--- config.mk ---
export PLATFORM = sky130hd
export DESIGN_NAME = bp_be_branch_resolver_flat
export DESIGN_NICKNAME = d
export VERILOG_FILES = /design/src/rtl/bp_be_branch_resolver_pkg.sv /design/src/rtl/bp_be_branch_resolver_if.sv /design/src/rtl/bp_be_branch_resolver_attaboy_fifo.sv /design/src/rtl/bp_be_branch_resolver.sv /design/src/flat_wrapper.sv
export SDC_FILE = /design/constraint.sdc
export NUM_CORES = 1
export LEC_CHECK = 0
export ABC_AREA = 1
export CAP_MARGIN = 0
export CELL_PAD_IN_SITES_DETAIL_PLACEMENT = 1
export CELL_PAD_IN_SITES_GLOBAL_PLACEMENT = 1
export CORE_MARGIN = 2
export CORE_UTILIZATION = 35
export CTS_CLUSTER_SIZE = 8
export DETAILED_ROUTE_END_ITERATION = 7
export PLACE_DENSITY = 0.83
export SYNTH_ARGS = -nofsm -noshare
export SYNTH_HDL_FRONTEND = slang
export SYNTH_SLANG_ARGS = --single-unit
--- constraint.sdc ---
create_clock -name clk_i -period 2.84 [get_ports clk_i]
set_input_delay 0.568 -clock clk_i [delete_from_list [all_inputs] [get_ports clk_i]]
set_output_delay 0.568 -clock clk_i [all_outputs]
set_load 0.03 [all_outputs]
--- src/rtl/bp_be_branch_resolver_pkg.sv ---
// bp_be_pkg: shared types for the backend branch resolver.
// Latency: n/a (types, config helpers and the attaboy entry macro only).
// Backpressure: n/a.
// Contents: processor config enum and width helpers, resolver FSM state enum,
// and a macro that declares the attaboy entry struct for given widths.

// Declares bp_be_attaboy_entry_s in the enclosing scope. It is a macro because
// the field widths come from module parameters, not package constants.
`define BP_BE_ATTABOY_ENTRY_S(vaddr_w, md_w) \
  typedef struct packed { \
    logic [(vaddr_w)-1:0] pc; \
    logic [(md_w)-1:0]    br_metadata_fwd; \
    logic                 taken; \
    logic                 ntaken; \
  } bp_be_attaboy_entry_s

package bp_be_pkg;

  typedef enum logic [0:0] {
    e_bp_default_cfg,
    e_bp_small_cfg
  } bp_params_e;

  typedef enum logic [0:0] {
    e_run,
    e_wait
  } bp_be_resolver_state_e;

  function automatic int bp_vaddr_width(bp_params_e cfg);
    case (cfg)
      e_bp_small_cfg: return 32;
      default:        return 39;
    endcase
  endfunction

  function automatic int bp_metadata_fwd_width(bp_params_e cfg);
    case (cfg)
      e_bp_small_cfg: return 16;
      default:        return 32;
    endcase
  endfunction

endpackage

--- src/rtl/bp_be_branch_resolver_if.sv ---
// bp_be_branch_resolver_if: backend-to-frontend branch feedback bundle.
// Latency: n/a (wires only); redirect is a pulse, attaboy is a valid/yumi head.
// Backpressure: redirect has none; attaboy is held until the frontend yumis it.
// master = resolver (drives redirect/attaboy/drop count, samples yumi),
// slave  = frontend (samples redirect/attaboy, drives yumi).
interface bp_be_branch_resolver_if #(
  parameter int vaddr_width_p               = 39,
  parameter int branch_metadata_fwd_width_p = 32,
  parameter int drop_cnt_width_p            = 16
);
  logic                                   redirect_v_o;
  logic [vaddr_width_p-1:0]               redirect_pc_o;
  logic                                   redirect_br_v_o;
  logic [branch_metadata_fwd_width_p-1:0] redirect_br_metadata_fwd_o;
  logic                                   redirect_br_taken_o;
  logic                                   redirect_br_ntaken_o;
  logic                                   redirect_br_nonbr_o;

  logic                                   attaboy_v_o;
  logic [vaddr_width_p-1:0]               attaboy_pc_o;
  logic [branch_metadata_fwd_width_p-1:0] attaboy_br_metadata_fwd_o;
  logic                                   attaboy_taken_o;
  logic                                   attaboy_ntaken_o;
  logic                                   attaboy_yumi_i;
  logic [drop_cnt_width_p-1:0]            attaboy_drop_cnt_o;

  modport master (
    output redirect_v_o, redirect_pc_o, redirect_br_v_o, redirect_br_metadata_fwd_o,
           redirect_br_taken_o, redirect_br_ntaken_o, redirect_br_nonbr_o,
           attaboy_v_o, attaboy_pc_o, attaboy_br_metadata_fwd_o,
           attaboy_taken_o, attaboy_ntaken_o, attaboy_drop_cnt_o,
    input  attaboy_yumi_i
  );

  modport slave (
    input  redirect_v_o, redirect_pc_o, redirect_br_v_o, redirect_br_metadata_fwd_o,
           redirect_br_taken_o, redirect_br_ntaken_o, redirect_br_nonbr_o,
           attaboy_v_o, attaboy_pc_o, attaboy_br_metadata_fwd_o,
           attaboy_taken_o, attaboy_ntaken_o, attaboy_drop_cnt_o,
    output attaboy_yumi_i
  );
endinterface

--- src/rtl/bp_be_branch_resolver_attaboy_fifo.sv ---
// bp_be_attaboy_fifo: 1r1w queue with wrap-around pointers plus an extra full bit.
// Latency: an entry written in cycle N is at the head in cycle N+1; head is combinational.
// Backpressure: full_o reported; writer pushes only when not full or when yumi pops that cycle.
// Ports: v_i/data_i write; v_o/data_o/yumi_i read (yumi ignored when empty); full_o.
module bp_be_attaboy_fifo #(
  parameter int els_p   = 4,
  parameter int width_p = 8
) (
  input  logic               clk_i,
  input  logic               reset_n_i,
  input  logic               v_i,
  input  logic [width_p-1:0] data_i,
  output logic               full_o,
  output logic               v_o,
  output logic [width_p-1:0] data_o,
  input  logic               yumi_i
);
  localparam int ptr_w_lp = $clog2(els_p);

  logic [ptr_w_lp:0]  wptr_q, wptr_d;
  logic [ptr_w_lp:0]  rptr_q, rptr_d;
  logic [width_p-1:0] mem_q [els_p];
  logic [width_p-1:0] mem_d [els_p];
  logic               empty;
  logic               deq;

  // Equal low bits with differing wrap bits means the writer lapped the reader.
  assign empty  = (wptr_q == rptr_q);
  assign full_o = (wptr_q[ptr_w_lp] != rptr_q[ptr_w_lp])
               && (wptr_q[ptr_w_lp-1:0] == rptr_q[ptr_w_lp-1:0]);
  assign v_o    = ~empty;
  assign deq    = yumi_i & ~empty;
  assign data_o = v_o ? mem_q[rptr_q[ptr_w_lp-1:0]] : '0;

  always_comb begin
    mem_d  = mem_q;
    wptr_d = wptr_q;
    rptr_d = rptr_q;
    if (v_i) begin
      mem_d[wptr_q[ptr_w_lp-1:0]] = data_i;
      wptr_d = wptr_q + (ptr_w_lp+1)'(1);
    end
    if (deq) begin
      rptr_d = rptr_q + (ptr_w_lp+1)'(1);
    end
  end

  always_ff @(posedge clk_i or negedge reset_n_i) begin
    if (!reset_n_i) begin
      wptr_q <= '0;
      rptr_q <= '0;
      for (int i = 0; i < els_p; i++) begin
        mem_q[i] <= '0;
      end
    end else begin
      wptr_q <= wptr_d;
      rptr_q <= rptr_d;
      mem_q  <= mem_d;
    end
  end
endmodule

--- src/rtl/bp_be_branch_resolver.sv ---
// bp_be_branch_resolver: compares resolved next PC against the frontend's prediction;
// Latency: 1 cycle from resolution to registered redirect pulse or attaboy at queue head.
// Backpressure: redirect has none; attaboys queue and drop (counted) when the queue is full.
// Ports: clk_i/reset_n_i; ext_redirect_* (trap/CSR/fence redirect); res_* (execute
// resolution); fb_if master (redirect pulse, attaboy valid/yumi head, drop count).
module bp_be_branch_resolver
  import bp_be_pkg::*;
#(
  parameter bp_params_e bp_params_p                 = e_bp_default_cfg,
  parameter int         vaddr_width_p               = bp_vaddr_width(bp_params_p),
  parameter int         branch_metadata_fwd_width_p = bp_metadata_fwd_width(bp_params_p),
  parameter int         attaboy_fifo_els_p          = 4,
  parameter int         drop_cnt_width_p            = 16
) (
  input  logic                                   clk_i,
  input  logic                                   reset_n_i,
  input  logic                                   ext_redirect_v_i,
  input  logic [vaddr_width_p-1:0]               ext_redirect_pc_i,
  input  logic                                   res_v_i,
  input  logic [vaddr_width_p-1:0]               res_pc_i,
  input  logic [vaddr_width_p-1:0]               res_npc_pred_i,
  input  logic [vaddr_width_p-1:0]               res_tgt_i,
  input  logic                                   res_taken_i,
  input  logic                                   res_ctrl_i,
  input  logic [branch_metadata_fwd_width_p-1:0] res_br_metadata_fwd_i,
  bp_be_branch_resolver_if.master                fb_if
);

  `BP_BE_ATTABOY_ENTRY_S(vaddr_width_p, branch_metadata_fwd_width_p);

  localparam int entry_width_lp = $bits(bp_be_attaboy_entry_s);

  bp_be_resolver_state_e state_q, state_d;
  logic [vaddr_width_p-1:0] expect_pc_q, expect_pc_d;

  logic                                   redirect_v_q, redirect_v_d;
  logic [vaddr_width_p-1:0]               redirect_pc_q, redirect_pc_d;
  logic                                   redirect_br_v_q, redirect_br_v_d;
  logic [branch_metadata_fwd_width_p-1:0] redirect_md_q, redirect_md_d;
  logic                                   redirect_taken_q, redirect_taken_d;
  logic                                   redirect_ntaken_q, redirect_ntaken_d;
  logic                                   redirect_nonbr_q, redirect_nonbr_d;

  logic [drop_cnt_width_p-1:0] drop_cnt_q, drop_cnt_d;

  logic [vaddr_width_p-1:0] pc_plus4;
  logic [vaddr_width_p-1:0] actual_npc;
  logic                     mispredict;
  logic                     res_accept;
  logic                     enq_attempt;
  logic                     enq_v;
  logic                     fifo_full;
  logic                     fifo_v;
  bp_be_attaboy_entry_s     enq_entry;
  bp_be_attaboy_entry_s     head_entry;
  logic [entry_width_lp-1:0] head_bits;

  // Address arithmetic wraps modulo 2^vaddr_width_p by truncation.
  assign pc_plus4   = res_pc_i + vaddr_width_p'(4);
  assign actual_npc = res_taken_i ? res_tgt_i : pc_plus4;
  assign mispredict = (res_npc_pred_i != actual_npc);

  // While waiting, only the instruction at the redirect target is on the correct path.
  assign res_accept = res_v_i & ((state_q == e_run) | (res_pc_i == expect_pc_q));

  always_comb begin
    state_d           = state_q;
    expect_pc_d       = expect_pc_q;
    redirect_v_d      = 1'b0;
    redirect_pc_d     = '0;
    redirect_br_v_d   = 1'b0;
    redirect_md_d     = '0;
    redirect_taken_d  = 1'b0;
    redirect_ntaken_d = 1'b0;
    redirect_nonbr_d  = 1'b0;
    enq_attempt       = 1'b0;

    if (ext_redirect_v_i) begin
      // External redirect wins; any same-cycle resolution is discarded.
      redirect_v_d  = 1'b1;
      redirect_pc_d = ext_redirect_pc_i;
      expect_pc_d   = ext_redirect_pc_i;
      state_d       = e_wait;
    end else if (res_accept) begin
      if (mispredict) begin
        redirect_v_d    = 1'b1;
        redirect_br_v_d = 1'b1;
        redirect_md_d   = res_br_metadata_fwd_i;
        if (res_ctrl_i) begin
          redirect_pc_d     = actual_npc;
          redirect_taken_d  = res_taken_i;
          redirect_ntaken_d = ~res_taken_i;
          expect_pc_d       = actual_npc;
        end else begin
          // False BTB hit: a non-control instruction always falls through.
          redirect_pc_d    = pc_plus4;
          redirect_nonbr_d = 1'b1;
          expect_pc_d      = pc_plus4;
        end
        state_d = e_wait;
      end else begin
        state_d     = e_run;
        enq_attempt = res_ctrl_i;
      end
    end
  end

  // A full queue can still accept if the head is popped in the same cycle.
  assign enq_v = enq_attempt & (~fifo_full | fb_if.attaboy_yumi_i);

  always_comb begin
    drop_cnt_d = drop_cnt_q;
    if (enq_attempt && fifo_full && !fb_if.attaboy_yumi_i && (drop_cnt_q != '1)) begin
      drop_cnt_d = drop_cnt_q + drop_cnt_width_p'(1);
    end
  end

  always_comb begin
    enq_entry                 = '0;
    enq_entry.pc              = actual_npc;
    enq_entry.br_metadata_fwd = res_br_metadata_fwd_i;
    enq_entry.taken           = res_taken_i;
    enq_entry.ntaken          = ~res_taken_i;
  end

  always_ff @(posedge clk_i or negedge reset_n_i) begin
    if (!reset_n_i) begin
      state_q           <= e_run;
      expect_pc_q       <= '0;
      redirect_v_q      <= 1'b0;
      redirect_pc_q     <= '0;
      redirect_br_v_q   <= 1'b0;
      redirect_md_q     <= '0;
      redirect_taken_q  <= 1'b0;
      redirect_ntaken_q <= 1'b0;
      redirect_nonbr_q  <= 1'b0;
      drop_cnt_q        <= '0;
    end else begin
      state_q           <= state_d;
      expect_pc_q       <= expect_pc_d;
      redirect_v_q      <= redirect_v_d;
      redirect_pc_q     <= redirect_pc_d;
      redirect_br_v_q   <= redirect_br_v_d;
      redirect_md_q     <= redirect_md_d;
      redirect_taken_q  <= redirect_taken_d;
      redirect_ntaken_q <= redirect_ntaken_d;
      redirect_nonbr_q  <= redirect_nonbr_d;
      drop_cnt_q        <= drop_cnt_d;
    end
  end

  bp_be_attaboy_fifo #(
    .els_p   (attaboy_fifo_els_p),
    .width_p (entry_width_lp)
  ) attaboy_fifo (
    .clk_i     (clk_i),
    .reset_n_i (reset_n_i),
    .v_i       (enq_v),
    .data_i    (enq_entry),
    .full_o    (fifo_full),
    .v_o       (fifo_v),
    .data_o    (head_bits),
    .yumi_i    (fb_if.attaboy_yumi_i)
  );

  assign head_entry = bp_be_attaboy_entry_s'(head_bits);

  assign fb_if.redirect_v_o               = redirect_v_q;
  assign fb_if.redirect_pc_o              = redirect_pc_q;
  assign fb_if.redirect_br_v_o            = redirect_br_v_q;
  assign fb_if.redirect_br_metadata_fwd_o = redirect_md_q;
  assign fb_if.redirect_br_taken_o        = redirect_taken_q;
  assign fb_if.redirect_br_ntaken_o       = redirect_ntaken_q;
  assign fb_if.redirect_br_nonbr_o        = redirect_nonbr_q;

  assign fb_if.attaboy_v_o               = fifo_v;
  assign fb_if.attaboy_pc_o              = head_entry.pc;
  assign fb_if.attaboy_br_metadata_fwd_o = head_entry.br_metadata_fwd;
  assign fb_if.attaboy_taken_o           = head_entry.taken;
  assign fb_if.attaboy_ntaken_o          = head_entry.ntaken;
  assign fb_if.attaboy_drop_cnt_o        = drop_cnt_q;

endmodule
--- src/flat_wrapper.sv ---
// flat-port wrapper written by rule: the top's interface ports become plain ports
module bp_be_branch_resolver_flat import bp_be_pkg::*;
#(
  parameter bp_params_e bp_params_p                 = e_bp_default_cfg,
  parameter int         vaddr_width_p               = bp_vaddr_width(bp_params_p),
  parameter int         branch_metadata_fwd_width_p = bp_metadata_fwd_width(bp_params_p),
  parameter int         attaboy_fifo_els_p          = 4,
  parameter int         drop_cnt_width_p            = 16
)
  (clk_i, reset_n_i, ext_redirect_v_i, ext_redirect_pc_i, res_v_i, res_pc_i, res_npc_pred_i, res_tgt_i, res_taken_i, res_ctrl_i, res_br_metadata_fwd_i, fb_if_redirect_v_o, fb_if_redirect_pc_o, fb_if_redirect_br_v_o, fb_if_redirect_br_metadata_fwd_o, fb_if_redirect_br_taken_o, fb_if_redirect_br_ntaken_o, fb_if_redirect_br_nonbr_o, fb_if_attaboy_v_o, fb_if_attaboy_pc_o, fb_if_attaboy_br_metadata_fwd_o, fb_if_attaboy_taken_o, fb_if_attaboy_ntaken_o, fb_if_attaboy_drop_cnt_o, fb_if_attaboy_yumi_i);
  bp_be_branch_resolver_if #(.vaddr_width_p(vaddr_width_p), .branch_metadata_fwd_width_p(branch_metadata_fwd_width_p), .drop_cnt_width_p(drop_cnt_width_p)) fb_if_i ();
  input  logic clk_i;
  input  logic reset_n_i;
  input  logic ext_redirect_v_i;
  input  logic [vaddr_width_p-1:0] ext_redirect_pc_i;
  input  logic res_v_i;
  input  logic [vaddr_width_p-1:0] res_pc_i;
  input  logic [vaddr_width_p-1:0] res_npc_pred_i;
  input  logic [vaddr_width_p-1:0] res_tgt_i;
  input  logic res_taken_i;
  input  logic res_ctrl_i;
  input  logic [branch_metadata_fwd_width_p-1:0] res_br_metadata_fwd_i;
  output wire logic [$bits(fb_if_i.redirect_v_o)-1:0] fb_if_redirect_v_o;
  output wire logic [$bits(fb_if_i.redirect_pc_o)-1:0] fb_if_redirect_pc_o;
  output wire logic [$bits(fb_if_i.redirect_br_v_o)-1:0] fb_if_redirect_br_v_o;
  output wire logic [$bits(fb_if_i.redirect_br_metadata_fwd_o)-1:0] fb_if_redirect_br_metadata_fwd_o;
  output wire logic [$bits(fb_if_i.redirect_br_taken_o)-1:0] fb_if_redirect_br_taken_o;
  output wire logic [$bits(fb_if_i.redirect_br_ntaken_o)-1:0] fb_if_redirect_br_ntaken_o;
  output wire logic [$bits(fb_if_i.redirect_br_nonbr_o)-1:0] fb_if_redirect_br_nonbr_o;
  output wire logic [$bits(fb_if_i.attaboy_v_o)-1:0] fb_if_attaboy_v_o;
  output wire logic [$bits(fb_if_i.attaboy_pc_o)-1:0] fb_if_attaboy_pc_o;
  output wire logic [$bits(fb_if_i.attaboy_br_metadata_fwd_o)-1:0] fb_if_attaboy_br_metadata_fwd_o;
  output wire logic [$bits(fb_if_i.attaboy_taken_o)-1:0] fb_if_attaboy_taken_o;
  output wire logic [$bits(fb_if_i.attaboy_ntaken_o)-1:0] fb_if_attaboy_ntaken_o;
  output wire logic [$bits(fb_if_i.attaboy_drop_cnt_o)-1:0] fb_if_attaboy_drop_cnt_o;
  input wire logic [$bits(fb_if_i.attaboy_yumi_i)-1:0] fb_if_attaboy_yumi_i;
  assign fb_if_redirect_v_o = fb_if_i.redirect_v_o;
  assign fb_if_redirect_pc_o = fb_if_i.redirect_pc_o;
  assign fb_if_redirect_br_v_o = fb_if_i.redirect_br_v_o;
  assign fb_if_redirect_br_metadata_fwd_o = fb_if_i.redirect_br_metadata_fwd_o;
  assign fb_if_redirect_br_taken_o = fb_if_i.redirect_br_taken_o;
  assign fb_if_redirect_br_ntaken_o = fb_if_i.redirect_br_ntaken_o;
  assign fb_if_redirect_br_nonbr_o = fb_if_i.redirect_br_nonbr_o;
  assign fb_if_attaboy_v_o = fb_if_i.attaboy_v_o;
  assign fb_if_attaboy_pc_o = fb_if_i.attaboy_pc_o;
  assign fb_if_attaboy_br_metadata_fwd_o = fb_if_i.attaboy_br_metadata_fwd_o;
  assign fb_if_attaboy_taken_o = fb_if_i.attaboy_taken_o;
  assign fb_if_attaboy_ntaken_o = fb_if_i.attaboy_ntaken_o;
  assign fb_if_attaboy_drop_cnt_o = fb_if_i.attaboy_drop_cnt_o;
  assign fb_if_i.attaboy_yumi_i = fb_if_attaboy_yumi_i;
  bp_be_branch_resolver #(.bp_params_p(bp_params_p), .vaddr_width_p(vaddr_width_p), .branch_metadata_fwd_width_p(branch_metadata_fwd_width_p), .attaboy_fifo_els_p(attaboy_fifo_els_p), .drop_cnt_width_p(drop_cnt_width_p)) u_core (.clk_i(clk_i), .reset_n_i(reset_n_i), .ext_redirect_v_i(ext_redirect_v_i), .ext_redirect_pc_i(ext_redirect_pc_i), .res_v_i(res_v_i), .res_pc_i(res_pc_i), .res_npc_pred_i(res_npc_pred_i), .res_tgt_i(res_tgt_i), .res_taken_i(res_taken_i), .res_ctrl_i(res_ctrl_i), .res_br_metadata_fwd_i(res_br_metadata_fwd_i), .fb_if(fb_if_i));
endmodule
==> results.md, run 1 <==
- Worst-skew pair later-pin latency: around 0.70 ns
- Cell area after layout: 36,400 um^2
- Failing checks: negative setup slack
- P_leak: between 15 and 20 nW
- Tmin final: between 3 and 4 ns
- Final Max Slew Viols: 0
- Peak VDD IR: approximately 590 uV
- Initial antenna violation count: 8
- Pwr dens: around 740 nW/um^2
- Cell mode on critical path: nand3_4
- IO Pins: ~360
- Filler Cell Count: 7,559
- Clk slew on worst S/H paths: 0.05 ns
- Critical Path Sink Type: flip-flop
- CP bufs+invs: 7
- Measured slew at the worst slew-check pin: between 0.7 and 0.8 ns
- Dpl cell area: about 30,000 um^2
- Worst hold path cell count: 4
- First-pass GRT wire length: 158,000 um
- # clock sinks: 430
- Yosys top cell area share: 46.6%
- TritonRoute pass-1 iters: 5
- Worst flop-to-flop path startpoint: u_core.expect_pc_q[33]
- Placed cell count: approximately 4,500
- Mean Syn Cell Area: approximately 7.6 um^2
- Post-Route WL: 120,000 um
- Pre-CTS setup slack: -1.29 ns
- Vias post-DR: 26,100
- R2r setup slk: -0.14 ns
- Yosys reg bits: 430
- CTS tree: yes
- Final Hold Viols: 0
- CTS buffer count: 60
- Antenna Nets Post-Route: 0
- Area delta synth->final: 57.8%
- Clock tree root buffer cell: clkbuf_16
- Synthesized Nets: roughly 3,300
- Crit path kind: input pin to flip-flop
- Total Routing Usage GR: about 31%
- Worst r2r dst: u_core.attaboy_fifo.mem_q[280]
- Req. time, crit path: between 3 and 4 ns
- Synth warn: 0
- Number of global-route vias before repair: roughly 27,000
- Outcome: finished, violations left
- Fin nets: ~4,000
- Die width: ~260 um
- Clock skew: 0.0706 ns
- Total grt overflow: 0
- Max clock buf depth: 3
- Fmax: roughly 0.31 GHz
- Largest net degree at the start of global routing: 83
- Worst path slowest cell: o21ai_1
- Tcrit/Tclk final: 115%
- Setup crit start kind: input pin
- Worst path max stage delay: 0.26 ns
- Via density per instance: between 5 and 6
- Sequential-to-total area share from yosys stat: a little under half
- DRC Markers: 0
- Hold Path Class: input pin to flip-flop
- Initial DRC Count: between 2,000 and 2,500
- Critical path arrival: 3.80 ns
- Number of library cell types mapped by synthesis: 37
- Setup violations, final: 494
- Hold slack: about 0.37 ns
- CP Max Fanout: 22
- Starting Density: about a third
- Cell count after synthesis: just over 3,000
- Hold_sp: res_ctrl_i
- Layout cells sized above 1: 32.1%
- Max_cap viols: 0
- Mapped Area: between 20,000 and 25,000 um^2
- DIE AREA: about 68,000 um^2
- FP Rows: 94
- Reg2reg path depth: 17
- Cell type with the largest total area after synthesis: dfrtp_1
- WHS Endpoint: u_core.fb_if.redirect_pc_o[4]
- Die Y: roughly 260 um
- RSZ-0062 raised after global routing: true
- CP delay by family, top: simple AND/OR/NAND/NOR gates
- Placeable Area: approximately 66,000 um^2
- Routed len/inst: around 26 um
- Final GP Congestion: around 1
- Overall power: 0.0269 W
- Final Non-Filler Cells: ~4,700
- Max-slew headroom: approximately 47%
- Area contributors post-synth: dfrtp_1, nand2_1, inv_1
- Post-detail-place hpwl: approximately 65,000 um
- Worst path cell trace: clkdlybuf4s15_2 -> nand2_2 -> nor2_2 -> buf_4 -> inv_1 -> nor2_4 -> nand3_4 -> nand3_4 -> nand2_2 -> nand2_2 -> nand2_1 -> nor2_2 -> nand3_4 -> nor2_4 -> nand3_2 -> nor2_4 -> nand2_4 -> inv_8 -> buf_12 -> nand3_4 -> buf_12 -> buf_16 -> o21ai_1
- Setup WS post-layout: -0.424 ns
- IO Port Bufs: 360
- H-Tree Depth: 2
==> synthesized netlist by cell type, drive strengths merged <==
| cell type | count |
|---|---|
| and2 | 1 |
| o2111ai | 1 |
| or2 | 18 |
| nand3b | 8 |
| nor3b | 2 |
| o211ai | 21 |
| xnor2 | 22 |
| o21ai | 491 |
| dfrtp | 430 |
| a21oi | 31 |
| o22ai | 73 |
| a22o | 1 |
| clkbuf | 71 |
| nor3 | 12 |
| nand2 | 927 |
| ha | 7 |
| xor2 | 27 |
| nand4 | 17 |
| buf | 90 |
| inv | 347 |
| nor4 | 9 |
| nand3 | 143 |
| nor2 | 302 |
==> through the flow <==
| step | utilization, % | setup TNS, ns |
|---|---|---|
| finish | 55.6 | -85.28 |
| CTS | 52.4 | -1.19 |
| floorplan | - | 0 |
| global placement | 46.0 | -463.11 |
| detailed placement | 46.0 | -508.90 |
| global route | 55.6 | -120.68 |
==> how the worst max path moves through the flow <==
| stage | from | to | slack (ns) | cells after the start |
|---|---|---|---|---|
| 4_1_cts | u_core.attaboy_fifo.rptr_q[0] | fb_if_attaboy_br_metadata_fwd_o[1] | -0.06 | 10 |
| 6_report | res_pc_i[17] | u_core.attaboy_fifo.mem_q[280] | -0.42 | 23 |
| 3_3_place_gp | res_pc_i[3] | u_core.fb_if.redirect_br_metadata_fwd_o[27] | -1.18 | 20 |
| 2_1_floorplan | res_pc_i[2] | u_core.attaboy_fifo.mem_q[41] | 0.04 | 24 |
| 3_5_place_dp | res_pc_i[13] | u_core.attaboy_fifo.mem_q[258] | -1.29 | 24 |
| 5_1_grt | res_pc_i[17] | u_core.attaboy_fifo.mem_q[211] | -0.45 | 24 |
==> power by group <==
group,total [W],internal (W),switching [W]
logic,0.0137,0.00591,0.00784
registers,0.00640,0.00628,0.000126
clock network,0.00673,0.00379,0.00294
total,0.0269,0.0160,0.0109
==> flip-flops by register name (all words and copies together) (netlist names) <==
register and cells:
u_core.attaboy_fifo.rptr_q 3, u_core.fb_if.redirect_br_v_o 1, u_core.fb_if.redirect_br_metadata_fwd_o 32, u_core.fb_if.redirect_pc_o 39, u_core.fb_if.redirect_br_nonbr_o 1, u_core.expect_pc_q 39
u_core.fb_if.redirect_br_ntaken_o 1, u_core.state_q 1, u_core.fb_if.redirect_br_taken_o 1, u_core.fb_if.attaboy_drop_cnt_o 16, u_core.attaboy_fifo.wptr_q 3, u_core.attaboy_fifo.mem_q 292
u_core.fb_if.redirect_v_o 1
==> tightest hold or removal path, cell delays in order <==
cell	delay [ns]
buf_2	0.17
a21oi_1	0.09
nand2_1	0.07
o21ai_2	0.07
==> metal layers <==
metal / wire length (um) / global-route usage, %
met4: 8370 / 15.5
met5: 45 / 0
met2: 59000 / 52.7
met1: 44000 / 36.3
met3: 8800 / 5.61
==> cell type report <==
type,count,area [um^2],area share [%]
Multi-Input combinational cell,2114,11900,32.6
Antenna cell,3,7.51,0.0206
Clock buffer,67,1550,4.25
Timing Repair Buffer,859,9710,26.7
Clock inverter,4,81.3,0.223
Inverter,347,1340,3.68
Timing Repair inverter,1,16.3,0.0447
Sequential cell,430,10800,29.6
Tap cell,864,1080,2.97
==> cell usage in the layout, fill, tap and decap left out, types with 6 or more instances in the layout <==
cell type        instances
nand2_1                768
dfrtp_1                428
buf_4                  345
inv_1                  292
o21ai_1                243
clkdlybuf4s50_1        240
nor2_1                 196
o21ai_2                128
o21ai_0                116
nand2_2                103
nand3_1                103
buf_12                  88
clkbuf_16               83
buf_6                   77
nor2_2                  67
nand2_4                 55
inv_2                   47
o22ai_1                 44
nor2_4                  38
buf_16                  38
a21oi_1                 30
o22ai_2                 29
nand3_2                 26
xor2_1                  26
o211ai_1                21
xnor2_1                 18
or2_2                   17
nand4_1                 17
nand3_4                 15
buf_2                   10
nand3b_1                 8
dlymetal6s2s_1           8
clkbuf_2                 8
dlygate4sd2_1            8
nor3_2                   7
ha_1                     6
==> cell families after synthesis <==
kind of cell | share of synthesized area [%]
AOI/OAI and AO/OA | 15.3
xor gates and xnor gates | 1.86
adders and majority gates | 0.380
buffers and inverters | 10.1
DFF | 46.6
and+or+nand+nor | 25.7
==> timing repair <==
item                       in CTS  in global routing
gates resized for setup       459                420
pin swaps                      93                 97
hold buffers                    1                  0
cloned                         36                 33
setup endpoints to repair     501                499
hold endpoints to repair       52                  0
setup buffers                  49                 25
Note: power is estimated with default switching activity, not from simulation.
==> run 2: changes to the inputs <==
--- a/config.mk
+++ b/config.mk
@@ -10,10 +10,10 @@
 export CELL_PAD_IN_SITES_DETAIL_PLACEMENT = 1
 export CELL_PAD_IN_SITES_GLOBAL_PLACEMENT = 1
 export CORE_MARGIN = 2
-export CORE_UTILIZATION = 35
+export CORE_UTILIZATION = 40
 export CTS_CLUSTER_SIZE = 8
 export DETAILED_ROUTE_END_ITERATION = 7
-export PLACE_DENSITY = 0.83
+export PLACE_DENSITY = 0.92
 export SYNTH_ARGS = -nofsm -noshare
 export SYNTH_HDL_FRONTEND = slang
 export SYNTH_SLANG_ARGS = --single-unit
==> results.md, run 2 <==
- CTS buffer count: 60 (unchanged)
- Yosys reg bits: 430 (unchanged)
- Initial antenna violation count: 40
- # clock sinks: 430 (unchanged)
- Yosys top cell area share: 46.6% (unchanged)
- Die width: 244 um (was 261 um)
- Sequential-to-total area share from yosys stat: 46.6% (unchanged)
- Synth warn: 0 (unchanged)
- Worst_ep grt: u_core.attaboy_fifo.mem_q[202]$_DFFE_PN0P_/D
- Synthesized Nets: 3,253 (unchanged)
- Max clock buf depth: 3 (unchanged)
- FP Rows: 88 (was 94)
- IO Port Bufs: 360 (unchanged)
- Cell count after synthesis: 3,051 (unchanged)
- Pre-CTS setup slack: -1.45 ns (was -1.29 ns)
- Total grt overflow: 6
- Outcome: aborted with a tool error (was finished, violations left)
- Clock tree root buffer cell: clkbuf_16 (unchanged)
- Tool error: [ERROR GRT-0232] Routing congestion too high. Check the congestion heatmap in the GUI.
- Cell type with the largest total area after synthesis: dfrtp_1 (unchanged)
- Most frequent cells after synthesis: nand2_1, dfrtp_1, inv_1 (unchanged)
- H-Tree Depth: 2 (unchanged)
- Mean Syn Cell Area: 7.56 um^2 (unchanged)
- EDFF count, synth: 0 (unchanged)
- Final GP Congestion: 1.03 (was 0.979)
- Die Y: 244 um (was 261 um)
- Starting Density: 40.2% (was 35.2%)
- Largest net degree at the start of global routing: 84
- Stopped at: global routing (5_1_grt)
- Total Routing Usage GR: slightly below 70%
- Post-detail-place hpwl: 67,100 um (was 64,900 um)
- Most frequent cell after synthesis: nand2_1 (unchanged)
- Mapped Area: 23,100 um^2 (unchanged)
- Area contributors post-synth: dfrtp_1, nand2_1, inv_1 (unchanged)
- Synth async-reset ratio: 100% (unchanged)
- Ys flop type: dfrtp_1 (unchanged)
- IO Pins: 361 (unchanged)
- Number of library cell types mapped by synthesis: 37 (unchanged)
- Worst ep type: register data pin
## run 2: cell counts after synthesis
No cell type changed its count.
## run 2: kinds of logic after synthesis
group	count (synthesis)	synth area share (%)
buffers and inverters	508	10.1
xor gates and xnor gates	49	1.86
adders and majority gates	7	0.380
AOI/OAI and AO/OA	618	15.3
and+or+nand+nor	1439	25.7
DFF	430	46.6
## run 2: per-layer routing
metal	GRT overflow	GRT usage [%]
met2	3	83.7
met5	0	39.9
met1	0	65.4
met3	0	54.7
met4	3	63.4
## run 2: through the flow
stage / std cells / instance area, um^2
floorplan: 3051 / 23100
global placement: 4342 / 29700
detailed placement: 4342 / 29700
CTS: 4540 / 34000
## run 2: what timing repair did
action                                  in CTS
buffers inserted                            95
hold endpoints to repair                    34
pin swaps                                   97
resized for setup                          452
endpoints found under the setup margin     500
cloned                                      33
hold buffers                                 1
==> run 3: changes to the inputs <==
--- a/config.mk
+++ b/config.mk
@@ -7,13 +7,10 @@
 export LEC_CHECK = 0
 export ABC_AREA = 1
 export CAP_MARGIN = 0
-export CELL_PAD_IN_SITES_DETAIL_PLACEMENT = 1
-export CELL_PAD_IN_SITES_GLOBAL_PLACEMENT = 1
 export CORE_MARGIN = 2
-export CORE_UTILIZATION = 40
-export CTS_CLUSTER_SIZE = 8
+export CORE_UTILIZATION = 35
 export DETAILED_ROUTE_END_ITERATION = 7
-export PLACE_DENSITY = 0.92
+export PLACE_DENSITY_LB_ADDON = 0.15
 export SYNTH_ARGS = -nofsm -noshare
 export SYNTH_HDL_FRONTEND = slang
 export SYNTH_SLANG_ARGS = --single-unit
==> results.md, run 3 (same netlist as run 1, synthesis figures left out) <==
- First-pass GRT wire length: approximately 150,000 um
- Initial antenna violation count: 2
- Vias post-DR: 24,500
- TritonRoute pass-1 iters: 5
- Die Y: 261 um (was 244 um)
- Final Hold Viols: 0
- Pwr dens: just over 600 nW/um^2
- Clock tree root buffer cell: clkbuf_16 (unchanged)
- Tmin final: 3.12 ns
- Critical path arrival: ~3.6 ns
- Placeable Area: 65,500 um^2
- Setup crit start kind: input pin
- Outcome: finished, violations left (was aborted with a tool error)
- Max clock buf depth: 3 (unchanged)
- IO Pins: 361 (unchanged)
- R2r setup slk: -0.09 ns
- Wire length on met2: between 50,000 and 60,000 um
- Req. time, crit path: 3.32 ns
- Failing checks: negative setup slack
- Initial DRC Count: approximately 1,800
- Fin nets: approximately 4,100
- Worst r2r dst: u_core.attaboy_fifo.mem_q[72]
- Crit path kind: input pin to flip-flop
- Post-Route WL: between 100,000 and 150,000 um
- CTS tree: yes
- Critical Path Sink Type: flip-flop
- Area delta synth->final: 64.1%
- IO Port Bufs: 360 (unchanged)
- Final Non-Filler Cells: roughly 4,800
- Final GP Congestion: 0.935 (was 1.03)
- Via density per instance: 5.13
- Hold Path Class: flip-flop to flip-flop
- CTS buffer count: 49 (was 60)
- DRC Markers: 0
- RSZ-0062 raised after global routing: true
- Largest net degree at the start of global routing: 69
- Setup WS post-layout: -0.277 ns
- Reg2reg path depth: 20
- Clock skew: ~0.026 ns
- Tcrit/Tclk final: 110%
- H-Tree Depth: 2 (unchanged)
- Layout cells sized above 1: 36.5%
- Setup TNS: -61.17 ns
- CP startpoint: res_pc_i[3]
- Clk slew on worst S/H paths: about 0.06 ns
- Max-slew headroom: between 50% and 60%
- Measured slew at the worst slew-check pin: 0.672 ns
- Met1 WL: roughly 41,000 um
- Routed len/inst: ~22 um
- Total Routing Usage GR: between 20% and 30%
- Met3 Wirelength: around 6400 um
- DIE AREA: between 60,000 and 70,000 um^2
- Worst-skew pair later-pin latency: about 0.62 ns
- Commonest non-fill, non-tap cells in the layout: nand2_1, buf_4, dfrtp_1
- Fmax: about 0.32 GHz
- Final Max Slew Viols: 0
- CP Max Fanout: 7
- Overall power: around 0.023 W
- Max_cap viols: 0
- Number of global-route vias before repair: around 25,000
- Antenna Nets Post-Route: 0
- Crit path to: u_core.attaboy_fifo.mem_q[72]
- Starting Density: 35.2% (was 40.2%)
- # clock sinks: 430 (unchanged)
- Peak VDD IR: approximately 470 uV
- FP Rows: 94 (was 88)
- Commonest non-fill, non-tap cell in the layout: nand2_1
- P_leak: between 15 and 20 nW
- Placed cell count: 4,488 (was 4,342)
- Top sig layer: met5
- Total grt overflow: 0
- Most flops, register: u_core.attaboy_fifo.mem_q
- Worst flop-to-flop path startpoint: u_core.expect_pc_q[9]
- Hold slack: between 0.4 and 0.5 ns
- Number of flip-flops in the largest register: roughly 290
- Setup violations, final: between 300 and 400
- Post-detail-place hpwl: 62,100 um (was 67,100 um)
- Die width: 261 um (was 244 um)
==> run 3: final cells by class <==
| class | count | area, um^2 |
|---|---|---|
| fill | 5733 | 27600 |
| multi-input combinational | 2114 | 12700 |
| sequential | 430 | 10800 |
| timing repair buffer | 932 | 10300 |
| clock buffer | 75 | 1500 |
| inverter | 347 | 1330 |
| tap | 864 | 1080 |
| clock inverter | 15 | 183 |
| antenna | 2 | 5.00 |
==> run 3: report_power, final <==
group / total [W] / leakage, nW / switching (W) / internal [W]
registers: 0.00639 / 5.81 / 0.000119 / 0.00627
clock network: 0.00663 / 0.830 / 0.00272 / 0.00390
logic: 0.0102 / 12.2 / 0.00623 / 0.00401
==> run 3: timing repair <==
item                       CTS  global route
resized for setup          612           475
pin swaps                   92            62
buffers inserted           117            16
hold buffers                 1             0
setup endpoints to repair  501           496
cloned                      62            26
hold endpoints to repair    45             0
==> run 3: worst min-delay path by stage <==
| stage | start | to | slack, ns | cells past startpoint |
|---|---|---|---|---|
| after CTS | res_ctrl_i | u_core.fb_if.redirect_pc_o[4] | 0.47 | 4 |
| after global routing | u_core.attaboy_fifo.mem_q[193] | u_core.attaboy_fifo.mem_q[193] | 0.50 | 2 |
| after detailed placement | u_core.attaboy_fifo.mem_q[100] | u_core.attaboy_fifo.mem_q[100] | 0.46 | 2 |
| after floorplan | reset_n_i | u_core.attaboy_fifo.mem_q[0] | 0.27 | 0 |
| final | u_core.attaboy_fifo.mem_q[137] | u_core.attaboy_fifo.mem_q[137] | 0.48 | 2 |
| after global placement | u_core.attaboy_fifo.mem_q[75] | u_core.attaboy_fifo.mem_q[75] | 0.46 | 2 |
==> run 3: routing by layer <==
layer,global-route usage (%),vias up
li1,-,11500
met4,10.7,2
met3,4.15,261
met1,36.3,11800
met5,0,-
met2,49.3,981
==> run 3: per-stage QoR <==
step	setup WS (ns)	area, um^2	utilization [%]
after floorplan	0.0367	23100	-
after global placement	-1.23	29800	45.5
after detailed placement	-1.26	29800	45.5
after CTS	-0.159	35800	54.6
after global routing	-0.386	37900	57.8
final	-0.277	37900	57.8
==> run 3: critical path, cell delays in order <==
cell and delay, ns:
buf_8 0.09, ha_4 0.17, nand2_4 0.06, nor2_4 0.20
nand2_4 0.13, nor2_4 0.17, buf_6 0.12, buf_6 0.09
nand2_2 0.05, nand2_2 0.08, nand3_2 0.07, nand3_2 0.08
nand2_1 0.06, nor2_1 0.11, nand2_1 0.09, nor2_2 0.11
nand3_2 0.11, nor2_4 0.14, nand2_4 0.09, inv_8 0.06
buf_6 0.10, buf_6 0.10, nand3_4 0.14, buf_12 0.22
buf_8 0.13, buf_16 0.15, nand2_2 0.05, o21ai_1 0.05
